--- config.mk ---
export PLATFORM = sky130hd
export DESIGN_NAME = lsu_wait_ctrl
export DESIGN_NICKNAME = d
export VERILOG_FILES = /design/src/rtl/lsu_pkg.sv /design/src/rtl/lsu_align.sv /design/src/rtl/lsu_wait_ctrl.sv
export SDC_FILE = /design/constraint.sdc
export NUM_CORES = 1
export LEC_CHECK = 0
export ABC_AREA = 1
export BUFFER_PORTS_ARGS = -buffer_cell sky130_fd_sc_hd__buf_2
export CORE_MARGIN = 5
export CORE_UTILIZATION = 50
export DETAILED_ROUTE_END_ITERATION = 12
export PLACE_DENSITY = 0.87
export SETUP_SLACK_MARGIN = 0.05
export SYNTH_ARGS = -nofsm -noshare
export SYNTH_HDL_FRONTEND = slang
export SYNTH_SLANG_ARGS = --single-unit
export TNS_END_PERCENT = 1
--- constraint.sdc ---
create_clock -name clk -period 2 [get_ports clk]
set_clock_uncertainty 0.05 [all_clocks]
set_input_delay 0.6 -clock clk [delete_from_list [all_inputs] [get_ports clk]]
set_output_delay 0.6 -clock clk [all_outputs]
set_load 0.01 [all_outputs]
--- src/rtl/lsu_pkg.sv ---
//------------------------------------------------------------------------------
// lsu_pkg: shared funct3 codes, FSM states and access-legality helper (rev 1.0)
//------------------------------------------------------------------------------
`default_nettype none

package lsu_pkg;

  localparam int DATA_W = 32;

  localparam logic [2:0] F3_B  = 3'b000;
  localparam logic [2:0] F3_H  = 3'b001;
  localparam logic [2:0] F3_W  = 3'b010;
  localparam logic [2:0] F3_BU = 3'b100;
  localparam logic [2:0] F3_HU = 3'b101;

  typedef enum logic [1:0] {
    ST_IDLE = 2'd0,
    ST_BUSY = 2'd1,
    ST_DONE = 2'd2
  } lsu_state_e;

  // Unsigned variants exist only for loads; halves and words must be naturally aligned.
  function automatic logic access_legal(input logic is_store, input logic [2:0] f3,
                                        input logic [1:0] off);
    logic ok;
    ok = 1'b0;
    case (f3)
      F3_B:    ok = 1'b1;
      F3_H:    ok = ~off[0];
      F3_W:    ok = (off == 2'b00);
      F3_BU:   ok = ~is_store;
      F3_HU:   ok = ~is_store & ~off[0];
      default: ok = 1'b0;
    endcase
    return ok;
  endfunction

endpackage

`default_nettype wire

--- src/rtl/lsu_align.sv ---
//------------------------------------------------------------------------------
// lsu_align: store byte enables / lane replication and load extraction (rev 1.0)
//------------------------------------------------------------------------------
`default_nettype none

module lsu_align
  import lsu_pkg::*;
(
  input  logic [2:0]        st_func3,
  input  logic [1:0]        st_off,
  input  logic [DATA_W-1:0] st_wdata,
  output logic [3:0]        st_be,
  output logic [DATA_W-1:0] st_data,
  input  logic [2:0]        ld_func3,
  input  logic [1:0]        ld_off,
  input  logic [DATA_W-1:0] ld_word,
  output logic [DATA_W-1:0] ld_data
);

  logic [DATA_W-1:0] w_shifted;

  always_comb begin
    st_be   = 4'b0000;
    st_data = st_wdata;
    case (st_func3)
      F3_B: begin
        st_be   = 4'b0001 << st_off;
        st_data = {4{st_wdata[7:0]}};
      end
      F3_H: begin
        st_be   = 4'b0011 << st_off;
        st_data = {2{st_wdata[15:0]}};
      end
      F3_W: begin
        st_be   = 4'b1111;
        st_data = st_wdata;
      end
      default: begin
        st_be   = 4'b0000;
        st_data = st_wdata;
      end
    endcase
  end

  // Bring the addressed byte/half down to lane 0 before extending.
  assign w_shifted = ld_word >> {ld_off, 3'b000};

  always_comb begin
    ld_data = w_shifted;
    case (ld_func3)
      F3_B:    ld_data = {{24{w_shifted[7]}}, w_shifted[7:0]};
      F3_BU:   ld_data = {24'd0, w_shifted[7:0]};
      F3_H:    ld_data = {{16{w_shifted[15]}}, w_shifted[15:0]};
      F3_HU:   ld_data = {16'd0, w_shifted[15:0]};
      default: ld_data = w_shifted;
    endcase
  end

endmodule

`default_nettype wire

--- src/rtl/lsu_wait_ctrl.sv ---
//------------------------------------------------------------------------------
// lsu_wait_ctrl: M-stage LSU with req/ready DM handshake and timeout (rev 1.0)
//------------------------------------------------------------------------------
`default_nettype none

module lsu_wait_ctrl
  import lsu_pkg::*;
#(
  parameter int ADDR_W         = 16,
  parameter int TIMEOUT_CYCLES = 15
) (
  input  logic              clk,
  input  logic              rst,
  input  logic              m_valid,
  input  logic              m_is_store,
  input  logic [2:0]        m_func3,
  input  logic [ADDR_W-1:0] m_addr,
  input  logic [31:0]       m_wdata,
  output logic              lsu_stall,
  output logic [31:0]       lsu_rdata,
  output logic              lsu_rdata_valid,
  output logic              lsu_fault,
  output logic              lsu_timeout,
  output logic              dm_req,
  output logic [ADDR_W-1:0] dm_address,
  output logic [3:0]        dm_w_en,
  output logic [31:0]       dm_w_data,
  input  logic              dm_ready,
  input  logic [31:0]       dm_read_data
);

  localparam int               CNT_W     = $clog2(TIMEOUT_CYCLES + 1) + 1;
  localparam logic [CNT_W-1:0] C_TIMEOUT = CNT_W'(TIMEOUT_CYCLES);
  localparam bit               C_TO_EN   = (TIMEOUT_CYCLES != 0);

  lsu_state_e        r_state;
  lsu_state_e        w_state_next;
  logic [CNT_W-1:0]  r_count;
  logic [CNT_W-1:0]  w_busy_cycles;
  logic              r_is_store;
  logic [2:0]        r_func3;
  logic [1:0]        r_off;
  logic              w_legal;
  logic              w_start;
  logic              w_illegal;
  logic              w_ready;
  logic              w_timeout;
  logic [3:0]        w_st_be;
  logic [DATA_W-1:0] w_st_data;
  logic [DATA_W-1:0] w_ld_data;

  lsu_align u_align (
    .st_func3 (m_func3),
    .st_off   (m_addr[1:0]),
    .st_wdata (m_wdata),
    .st_be    (w_st_be),
    .st_data  (w_st_data),
    .ld_func3 (r_func3),
    .ld_off   (r_off),
    .ld_word  (dm_read_data),
    .ld_data  (w_ld_data)
  );

  assign w_legal   = access_legal(m_is_store, m_func3, m_addr[1:0]);
  assign w_start   = (r_state == ST_IDLE) && m_valid && w_legal;
  assign w_illegal = (r_state == ST_IDLE) && m_valid && !w_legal;
  assign w_ready   = (r_state == ST_BUSY) && dm_ready;

  // r_count is the number of BUSY cycles already completed, so the abort
  // fires at the end of the TIMEOUT_CYCLES-th BUSY cycle; ready still wins.
  assign w_busy_cycles = r_count + CNT_W'(1);
  assign w_timeout     = C_TO_EN && (r_state == ST_BUSY) && !dm_ready &&
                         (w_busy_cycles == C_TIMEOUT);

  always_ff @(posedge clk) begin
    if (rst) begin
      r_state <= ST_IDLE;
    end else begin
      r_state <= w_state_next;
    end
  end

  always_comb begin
    w_state_next = r_state;
    case (r_state)
      ST_IDLE: if (w_start) w_state_next = ST_BUSY;
      ST_BUSY: if (dm_ready || w_timeout) w_state_next = ST_DONE;
      ST_DONE: w_state_next = ST_IDLE;
      default: w_state_next = ST_IDLE;
    endcase
  end

  always_comb begin
    lsu_stall = 1'b0;
    case (r_state)
      ST_IDLE: lsu_stall = w_start;
      ST_BUSY: lsu_stall = 1'b1;
      default: lsu_stall = 1'b0;
    endcase
  end

  always_ff @(posedge clk) begin
    if (rst) begin
      r_count         <= '0;
      r_is_store      <= 1'b0;
      r_func3         <= 3'b000;
      r_off           <= 2'b00;
      dm_req          <= 1'b0;
      dm_address      <= '0;
      dm_w_en         <= 4'b0000;
      dm_w_data       <= 32'd0;
      lsu_rdata       <= 32'd0;
      lsu_rdata_valid <= 1'b0;
      lsu_fault       <= 1'b0;
      lsu_timeout     <= 1'b0;
    end else begin
      lsu_fault       <= w_illegal;
      lsu_timeout     <= w_timeout;
      lsu_rdata_valid <= w_ready && !r_is_store;

      if (r_state == ST_BUSY) begin
        r_count <= r_count + CNT_W'(1);
      end else begin
        r_count <= '0;
      end

      if (w_start) begin
        r_is_store <= m_is_store;
        r_func3    <= m_func3;
        r_off      <= m_addr[1:0];
        dm_req     <= 1'b1;
        dm_address <= {m_addr[ADDR_W-1:2], 2'b00};
        dm_w_en    <= m_is_store ? w_st_be : 4'b0000;
        dm_w_data  <= m_is_store ? w_st_data : 32'd0;
      end else if (w_ready || w_timeout) begin
        dm_req  <= 1'b0;
        dm_w_en <= 4'b0000;
      end

      if (w_ready && !r_is_store) begin
        lsu_rdata <= w_ld_data;
      end else if (w_timeout) begin
        lsu_rdata <= 32'd0;
      end
    end
  end

endmodule

`default_nettype wire

## Word level (Yosys, flattened, before mapping)

Index checks and enable logic that the tools add are counted.
Widths: inputs -> output; s select.

| cells by class | value |
|---|---|
| muxes and demuxes | 16 |
| bitwise gates (word level) | 4 |
| add/subtract/negate cells | 1 |
| equal/unequal tests | 11 |
| reductions and logical operators | 20 |
| shift-type cells | 3 |

Operators with widths:

| kind | number |
|---|---|
| $pmux 32 s4 | 1 |
| $mux 32 | 3 |
| $pmux 32 s2 | 1 |
| $shr 32x5->32 | 1 |
| $eq 3x3->1 const B | 4 |
| $mux 4 | 3 |
| $pmux 4 s3 | 1 |
| $logic_and 1x1->1 | 7 |
| $eq 3x1->1 const B | 2 |
| $logic_not 3->1 | 2 |
| $add 5x1->5 const B | 1 |
| $eq 5x4->1 const B | 1 |
| $pmux 1 s5 | 1 |
| $logic_not 2->1 | 2 |
| $mux 2 | 2 |
| $pmux 2 s2 | 1 |
| $reduce_bool 2->1 | 2 |
| $shl 1x2->4 const A | 1 |
| $shl 2x2->4 const A | 1 |
| $eq 3x2->1 const B | 1 |
| $logic_not 1->1 | 3 |
| $not 1->1 | 3 |
| $eq 2x1->1 const B | 1 |
| $logic_or 1x1->1 | 2 |
| other kinds (7) | 8 |

| word-level totals | value |
|---|---|
| register bits after elaboration | 99 |
| output and inout port bits | 89 |
| logic and storage cells | 68 |
| input port bits | 88 |

## Longest topological paths before layout

Gate-level depths: netlist (run 1).

| depth | value |
|---|---|
| depth after elaboration | 6 |
| gate-level depth with buffers | 10 |
| depth with buffers taken out | 8 |

## By module

A second synthesis (run 1) with hierarchy kept.

| second synthesis, totals | value |
|---|---|
| cells, all modules | 713 |
| area, all modules | 5231.3 um^2 |

By module, submodules not included:

| module | cells an instance | times used | area each (um^2) |
|---|---|---|---|
| lsu_wait_ctrl | 453 | 1 | 3848.7 |
| lsu_align | 260 | 1 | 1382.6 |

## Least setup slack after synthesis (run 1)

No wires, ideal clock.

| path | value |
|---|---|
| path type | input-to-output |
| from | in m_addr[1] |
| to | out lsu_stall |
| slack | 82 ps |
| data arrival time | 1268 ps |
| required time | 1350 ps |
| stages on the path | 6 |
| cell sequence | nor2_1 nand3_1 nand2_2 nand2_4 buf_2 nand2_1 |

| on the way | value |
|---|---|
| word-level cells in the longest chain between the ends | 4 |

Ends and longest elaborated chain:

| what | RTL line | RTL |
|---|---|---|
| start, declared | lsu_wait_ctrl.sv:17 | `input logic [ADDR_W-1:0] m_addr,` |
| $logic_not 2->1 | lsu_pkg.sv:30 | `F3_W: ok = (off == 2'b00);` |
| $pmux 1 s5 | lsu_pkg.sv:27 | `case (f3)` |
| $logic_and 1x1->1 | lsu_wait_ctrl.sv:65 | `assign w_start = (r_state == ST_IDLE) && m_valid && w_legal;` |
| $pmux 1 s2 | lsu_wait_ctrl.sv:95 | `case (r_state)` |
| end, declared | lsu_wait_ctrl.sv:19 | `output logic lsu_stall,` |

Every way passes these cells.

## Worst setup path after layout (run 1)

| path | value |
|---|---|
| from | in m_func3[2] |
| to | out lsu_stall |

| on the way | value |
|---|---|
| word-level cells in the longest chain between the ends | 4 |

Ends and longest elaborated chain:

| what | RTL line | RTL |
|---|---|---|
| start, declared | lsu_wait_ctrl.sv:16 | `input logic [2:0] m_func3,` |
| $eq 3x3->1 (tied with other cells) | lsu_pkg.sv:27 |  |
| $pmux 1 s5 * | lsu_pkg.sv:27 |  |
| $logic_and 1x1->1 * | lsu_wait_ctrl.sv:65 |  |
| $pmux 1 s2 * | lsu_wait_ctrl.sv:95 |  |

Every way passes the cells marked *; elsewhere a longest branch is shown, timed or not.

==> metrics.md, run 1 <==
| Metric | Value |
|---|---|
| CTS root buffer | `clkbuf_8` |
| Vias in the first global route | `4654` |
| DR pass1 iterations | `7` |
| Final hold violation count | `0` |
| DRT Wirelength | `between 10000 and 15000 um` |
| RSZ-0062 raised after global routing | `no` |
| Placed Cells | `990` |
| Final Util | `0.6602` |
| Synth Register Bits | `99` |
| Yosys top cell area share | `0.4128` |
| Crit start category | `input pin` |
| Final Hold Slack | `0.4187 ns` |
| Clock period minus worst slack | `1.937 ns` |
| Gr usage total | `0.2290` |
| Peak supply drop | `0.0003899 V` |
| Register share of total power | `0.503` |
| CTS buffer count | `9` |
| First-pass GRT wire length | `21680 um` |
| Core Rows | `35` |
| Chip Height | `108.0 um` |
| CTS sink count | `99` |
| Switch share | `0.2830` |
| Deepest clock path buffer count | `2` |
| Finished Layout Cells | `1014` |
| Crit path capture type | `primary output` |
| Worst skew pair latency | `0.35 ns` |
| Initial Util | `0.5171` |
| Fin. max-slew vios | `0` |
| Detailed Place HPWL | `10360 um` |
| Largest net degree at the start of global routing | `37` |
| CTS tree | `yes` |
| Wire per inst | `~14 um` |
| Clock slew seen by the registers of the worst setup and hold paths | `0.10 ns` |
| Hold Crit Class | `flop to flop` |
| Initial antenna violation count | `0` |
| Synth area leader | `dfxtp_1` |
| Grt total ovfl | `0` |
| Max Clock Freq | `516.2 MHz` |
| Final setup fails | `0` |
| Commonest cells after routing, fill and taps aside | `nand2_1, buf_2, dfxtp_1` |
| DR vias | `between 5000 and 6000` |
| Cell Pwr Density | `671.5 nW/um^2` |
| DR iter-0 viols | `422` |
| Htree depth | `3` |
| Vias per Instance | `5.056` |
| Share of layout cells above drive strength 1 | `0.2893` |
| # IOs | `177` |
| Synth Instances | `between 700 and 800` |
| Setup_tns | `0 ns` |
| Status | `completed` |
| Core Area | `9284 um^2` |
| Port bufs | `174` |
| Crit-path max FO | `4` |
| Final nets | `970` |
| Area growth from synthesis to layout | `27.68%` |
| Seq/Total Area, Yosys | `0.4128` |
| Syn Std Cell Area | `4801 um^2` |
| Critical Path AT | `roughly 1.3 ns` |
| Gate power share | `0.179` |
| Routability-driven placement congestion ratio | `around 0.9` |
| Distinct cells, synth | `31` |
| Yosys warns | `0` |
| Clk pwr share | `0.318` |
| Largest cells by area after synthesis | `dfxtp_1, nand2_1, a21oi_1` |
| Commonest non-fill, non-tap cell in the layout | `nand2_1` |
| Crit path kind | `input pin to primary output` |
| P_sw | `0.001165 W` |
| Syn avg cell area | `6.800 um^2` |
| Horiz. Die Dim | `between 100 and 150 um` |
| Cell-internal power | `around 0.0030 W` |
| DIE AREA | `11660 um^2` |
| Critical Path RT | `roughly 1.4 ns` |
| Ant. Diodes | `0` |
| ANT nets after route | `0` |
| Leakage power | `between 2 and 3 nW` |
| Final period utilization | `0.9687` |
| Max-cap violation count | `0` |
| Drc violations | `0` |
| Filler Cell Count | `895` |
[kinds of logic after synthesis]
group                    count (synthesis)  share of synthesized area
flip-flops                              99                     0.4128
adder cells (fa/ha/maj)                  2                   0.005212
AO/OA/AOI/OAI                          141                     0.1545
buffers and inverters                   91                    0.09017
other                                    1                  0.0007811
AND/OR/NAND/NOR                        372                     0.3365
[repair_timing]
item	CTS	global route
setup endpoints to repair	1	1
gates resized for setup	3	10
hold buffers	0	0
gates cloned	0	0
buffers inserted	5	3
pin swaps	3	6
[area by class of cell]
| class | count | area, um^2 | share of cell area |
|---|---|---|---|
| multi-input combinational | 517 | 2415 | 0.3940 |
| sequential | 99 | 1982 | 0.3233 |
| timing repair buffer | 209 | 1201 | 0.1960 |
| inverter | 44 | 166.4 | 0.02715 |
| tap | 129 | 161.4 | 0.02633 |
| clock buffer | 11 | 141.4 | 0.02307 |
| clock inverter | 5 | 62.56 | 0.01021 |
[registers in the layout (all words and copies together), names as in the netlist]
| register | count |
|---|---|
| dm_w_en | 4 |
| r_is_store | 1 |
| lsu_rdata_valid | 1 |
| dm_req | 1 |
| r_count | 5 |
| dm_address | 14 |
| lsu_rdata | 32 |
| r_state | 2 |
| dm_w_data | 32 |
| r_func3 | 3 |
| lsu_timeout | 1 |
| lsu_fault | 1 |
| r_off | 2 |
[cell usage after synthesis, drive strengths merged]
cell type  number
dfxtp          99
or2            14
inv            43
nand2         215
conb            1
buf            31
o211ai         12
nand3b          4
and2            4
clkbuf         16
nor3            1
nand3          61
nor2           70
nand4           3
o22ai           5
clkinv          1
a21oi          71
o21ai          53
ha              2
[power by group through the flow]
stage / logic, W / clock network, W / registers (W)
2_1_floorplan: 0.000419 / 0 / 0.00214
3_3_place_gp: 0.000698 / 0 / 0.00211
3_5_place_dp: 0.000702 / 0 / 0.00212
4_1_cts: 0.000715 / 0.00133 / 0.00207
5_1_grt: 0.000822 / 0.00142 / 0.00208
6_report: 0.000735 / 0.00131 / 0.00207
[path summary, 6_finish.rpt]
path	from	end	slack, ns	depth (start not counted)
max	m_func3[2]	lsu_stall	0.06	7
min	dm_w_data[20]$_SDFFE_PP0P_	dm_w_data[20]$_SDFFE_PP0P_	0.42	2
max reg2reg	r_count[0]$_SDFF_PP0_	lsu_rdata[12]$_SDFFE_PP0P_	0.28	8
min reg2reg	dm_w_data[20]$_SDFFE_PP0P_	dm_w_data[20]$_SDFFE_PP0P_	0.42	2
[layer usage]
| layer | wire, um | track usage | up-vias |
|---|---|---|---|
| met1 | 6031 | 0.3158 | 2263 |
| li1 | - | - | 2630 |
| met5 | 0 | 0 | - |
| met3 | 862 | 0.03463 | 32 |
| met4 | 355 | 0.08115 | 0 |
| met2 | 6510 | 0.3650 | 202 |
[critical path: stages]
cell,delay [ns]
buf_4,0.14
nor2_4,0.12
nand3_2,0.11
nand2_4,0.10
nand2_4,0.06
nand2_2,0.06
buf_6,0.10
[per-stage QoR]
stage               power (W)  setup WS [ns]  area [um^2]
floorplan            0.002558        0.08179         4805
global placement     0.002811        0.05033         5823
detailed placement   0.002818       0.005703         5823
CTS                  0.004115        0.05245         6072
global route         0.004320        0.03560         6130
finish               0.004116        0.06263         6130
Note: power is estimated with default switching activity, not from simulation.
==> inputs of run 2 (changes only) <==
Settings changed: ABC_AREA 1 to 0, CORE_UTILIZATION 50 to 49.
==> run 2 against run 1 <==
First-iteration DRC count fell by 59%. Critical endpoint unchanged. Cell area fell by 3.3%. Clock-buffer cell count fell by 2. The flow now finishes with violations (setup timing). Largest cell class unchanged. Die area fell by 5.5%. Largest power group unchanged. Critical path depth fell by 1. Worst hold slack got worse by 0.014 ns. Flip-flop and latch count did not move. Routed wire length fell by 4.0%. Clock power fell by 5%. Fmax fell by 10%. Non-clock buffer count rose by 6.
==> metrics.md, run 2 <==
| Metric | Value |
|---|---|
| Status | `complete, but fails checks` |
| Failing checks | `setup timing` |
| Syn avg cell area | `8.953 um^2 (+32%)` |
| Largest net degree at the start of global routing | `60 (+62%)` |
| Ant. Diodes | `0 (unchanged)` |
| DRT Wirelength | `13210 um (-4.0%)` |
| Fin. max-slew vios | `0 (unchanged)` |
| Worst-path cell chain | `buf_6, a221o_1, o41ai_4, nand3_2, nand2_4, buf_6` |
| Crit-path leading delay family | `compound AO/OA/AOI/OAI gates` |
| Slowest stage cell, crit path | `a221o_1` |
| WP depth | `6 (-1)` |
| DR pass1 iterations | `5 (-2)` |
| Routability-driven placement congestion ratio | `0.8520 (-5.5%)` |
| Core Rows | `34 (-2.9%)` |
| Crit-path max FO | `2 (-2)` |
| Slew @ Worst Pin | `0.6561 ns` |
| Synth area leader | `dfxtp_1` |
| DR iter-0 viols | `171 (-59%)` |
| DIE AREA | `11030 um^2 (-5.5%)` |
| Deepest clock path buffer count | `2 (unchanged)` |
| Yosys warns | `0 (unchanged)` |
| Synth Register Bits | `99 (unchanged)` |
| CP Capture Point | `lsu_stall` |
| RSZ-0062 raised after global routing | `yes` |
| Synth Instances | `494 (-30%)` |
| Worst skew pair latency | `0.36 ns (about the same)` |
| Detailed Place HPWL | `9427 um (-9.0%)` |
| Share of synthesized registers carrying an async set or reset | `0 (unchanged)` |
| Initial antenna violation count | `0 (unchanged)` |
| Hold_buf cts | `0 (unchanged)` |
| RR Endpoint | `lsu_rdata[21]$_SDFFE_PP0P_` |
| Clock period minus worst slack | `2.154 ns (+0.2169 ns)` |
| Area after DPL | `5489 um^2 (-5.7%)` |
| Clock slew seen by the registers of the worst setup and hold paths | `0.11 ns (about the same)` |
| CTS tree | `yes` |
| Wire per inst | `16.68 um (+23%)` |
| Setup crit start | `m_is_store` |
| Critical Path RT | `1.35 ns (about the same)` |
| Relative max-transition margin | `0.5612` |
| R2R setup slack | `-0.04 ns (-0.32 ns)` |
| Gr usage total | `0.2266 (-0.002397)` |
| Most common library cells after synthesis | `dfxtp_1, nand2_1, a21oi_1` |
| Crit-path most repeated cell | `buf_6` |
| Final period utilization | `1.077 (+0.1084)` |
| Buffers & Inverters on Critical Path | `2 (unchanged)` |
| Yosys top cell area share | `0.4481 (+0.03527)` |
| Fin area | `5928 um^2 (-3.3%)` |
| Crit start category | `input pin` |
| Critical Path AT | `1.50 ns (+0.21 ns)` |
| Area growth from synthesis to layout | `34.03%` |
| CTS root buffer | `clkbuf_8` |
| Peak supply drop | `0.0003972 V (+1.9%)` |
| Worst R2R Start | `r_count[0]$_SDFF_PP0_` |
| Top Registers | `dm_w_data x32, lsu_rdata x32, dm_address x14` |
| Commonest non-fill, non-tap cell in the layout | `buf_2` |
| Horiz. Die Dim | `105.0 um (-2.8%)` |
| Setup_tns | `-0.2421 ns (-0.2421 ns)` |
| ANT nets after route | `0 (unchanged)` |
| Critical path's largest stage delay | `0.37 ns (+0.23 ns)` |
| CTS sink count | `99 (unchanged)` |
| Final hold violation count | `0 (unchanged)` |
| EDFF count, synth | `0 (unchanged)` |
| Setup WS post-layout | `-0.1542 ns (-0.2169 ns)` |
| Distinct cells, synth | `39 (+26%)` |
| Crit path kind | `input pin to primary output` |
| Max Clock Freq | `464.2 MHz (-10%)` |
| Core Area | `8763 um^2 (-5.6%)` |
| Dpl ws | `-0.3139 ns (-0.3196 ns)` |
| Crit path capture type | `primary output` |
| Chip Height | `105.0 um (-2.8%)` |
| Commonest cells after routing, fill and taps aside | `buf_2, dfxtp_1, nand2_1` |
| # IOs | `177 (unchanged)` |
| Syn Std Cell Area | `4423 um^2 (-7.9%)` |
| Vias per Instance | `5.667 (+12%)` |
| Htree depth | `3 (unchanged)` |
| Pwr Total | `0.003969 W (-3.6%)` |
| Seq/Total Area, Yosys | `0.4481 (+0.03527)` |
| Hold Path Cell Cnt | `3 (+1)` |
| Max-cap violation count | `0 (unchanged)` |
| Cell Pwr Density | `669.6 nW/um^2 (-0.30%)` |
| CTS buffer count | `9 (unchanged)` |
| Share of layout cells above drive strength 1 | `0.4152 (+0.1259)` |
| Port bufs | `174 (unchanged)` |
| Largest cells by area after synthesis | `dfxtp_1, nand2_1, a21oi_1` |
| Drc violations | `0 (unchanged)` |
| Final setup fails | `7 (+7)` |
| Vias in the first global route | `4333 (-6.9%)` |
| R2R depth | `8 (unchanged)` |
| Final nets | `769 (-21%)` |
| Leakage power | `2.581 nW (-13%)` |
| Final Hold Slack | `0.4044 ns (-0.01432 ns)` |
| DR vias | `4488 (-12%)` |
| Hold Crit Class | `input pin to flop` |
| Most used standard cell by instance count after synthesis | `dfxtp_1` |
| First-pass GRT wire length | `21020 um (-3.1%)` |
| Post-synth top flop | `dfxtp_1` |
| Initial Util | `0.5047 (-0.01240)` |
| Grt total ovfl | `0 (unchanged)` |
run 2: cell families after synthesis:
logic type,count (synthesis),share of synthesized area
AO/OA/AOI/OAI,131,0.2008
XOR/XNOR,4,0.007922
adder cells (fa/ha/maj),2,0.005657
buffers and inverters,47,0.05460
flip-flops,99,0.4481
multiplexers,50,0.1205
other,1,0.0008478
AND/OR/NAND/NOR,160,0.1615
run 2: tightest hold or removal path: cells and delay by family:
| family | cells | cell delay [ns] |
|---|---|---|
| and+or+nand+nor | 1 | 0.05 |
| AOI/OAI and AO/OA | 1 | 0.05 |
| buffers and inverters | 1 | 0.10 |
run 2: final cells by class:
| class | instances | area, um^2 |
|---|---|---|
| fillers | 684 | 2835 |
| multi-input cells | 351 | 2362 |
| flip-flops and latches | 99 | 1984 |
| repair buffers | 215 | 1236 |
| well taps | 108 | 135.1 |
| clock buffers | 9 | 123.9 |
| clock inverters | 7 | 72.57 |
| inverters | 3 | 13.76 |
run 2: timing repair:
item / CTS / global route
setup endpoints to repair: 37 / 40
gates cloned: 2 / 0
buffers inserted: 5 / 4
pin swaps: 33 / 12
gates resized for setup: 12 / 17
run 2: metal layers:
| metal | wire length, um | share of wire | track usage | up-vias |
|---|---|---|---|---|
| li1 | - | - | - | 2133 |
| met5 | 0 | 0 | 0 | - |
| met1 | 5028 | 0.38 | 0.2646 | 2103 |
| met2 | 6637 | 0.50 | 0.3943 | 225 |
| met4 | 269 | 0.020 | 0.08219 | 0 |
| met3 | 1273 | 0.096 | 0.06412 | 27 |
run 2: metrics by stage:
stage | util | instances
floorplan | - | 495
global placement | 0.6264 | 765
detailed placement | 0.6264 | 765
CTS | 0.6623 | 788
global route | 0.6765 | 792
finish | 0.6765 | 792
run 2: power by group:
| group | total [W] | internal (W) | switching, W | leakage (nW) |
|---|---|---|---|---|
| sequential | 0.00207 | 0.00203 | 0.0000367 | 0.803 |
| clock | 0.00125 | 0.000489 | 0.000762 | 0.0966 |
| combinational | 0.000652 | 0.000292 | 0.000360 | 1.68 |
| total | 0.00397 | 0.00281 | 0.00116 | 2.58 |
run 2: worst min path at each step:
stage                                     startpoint  slack [ns]                          to
after floorplan                r_count[0]$_SDFF_PP0_        0.38       r_count[0]$_SDFF_PP0_
after global placement    dm_w_data[14]$_SDFFE_PP0P_        0.38  dm_w_data[14]$_SDFFE_PP0P_
after detailed placement  dm_w_data[16]$_SDFFE_PP0P_        0.39  dm_w_data[16]$_SDFFE_PP0P_
after CTS                                  m_addr[3]        0.39  dm_address[3]$_SDFFE_PP0P_
after global routing                       m_addr[4]        0.41  dm_address[4]$_SDFFE_PP0P_
final                                      m_addr[3]        0.40  dm_address[3]$_SDFFE_PP0P_
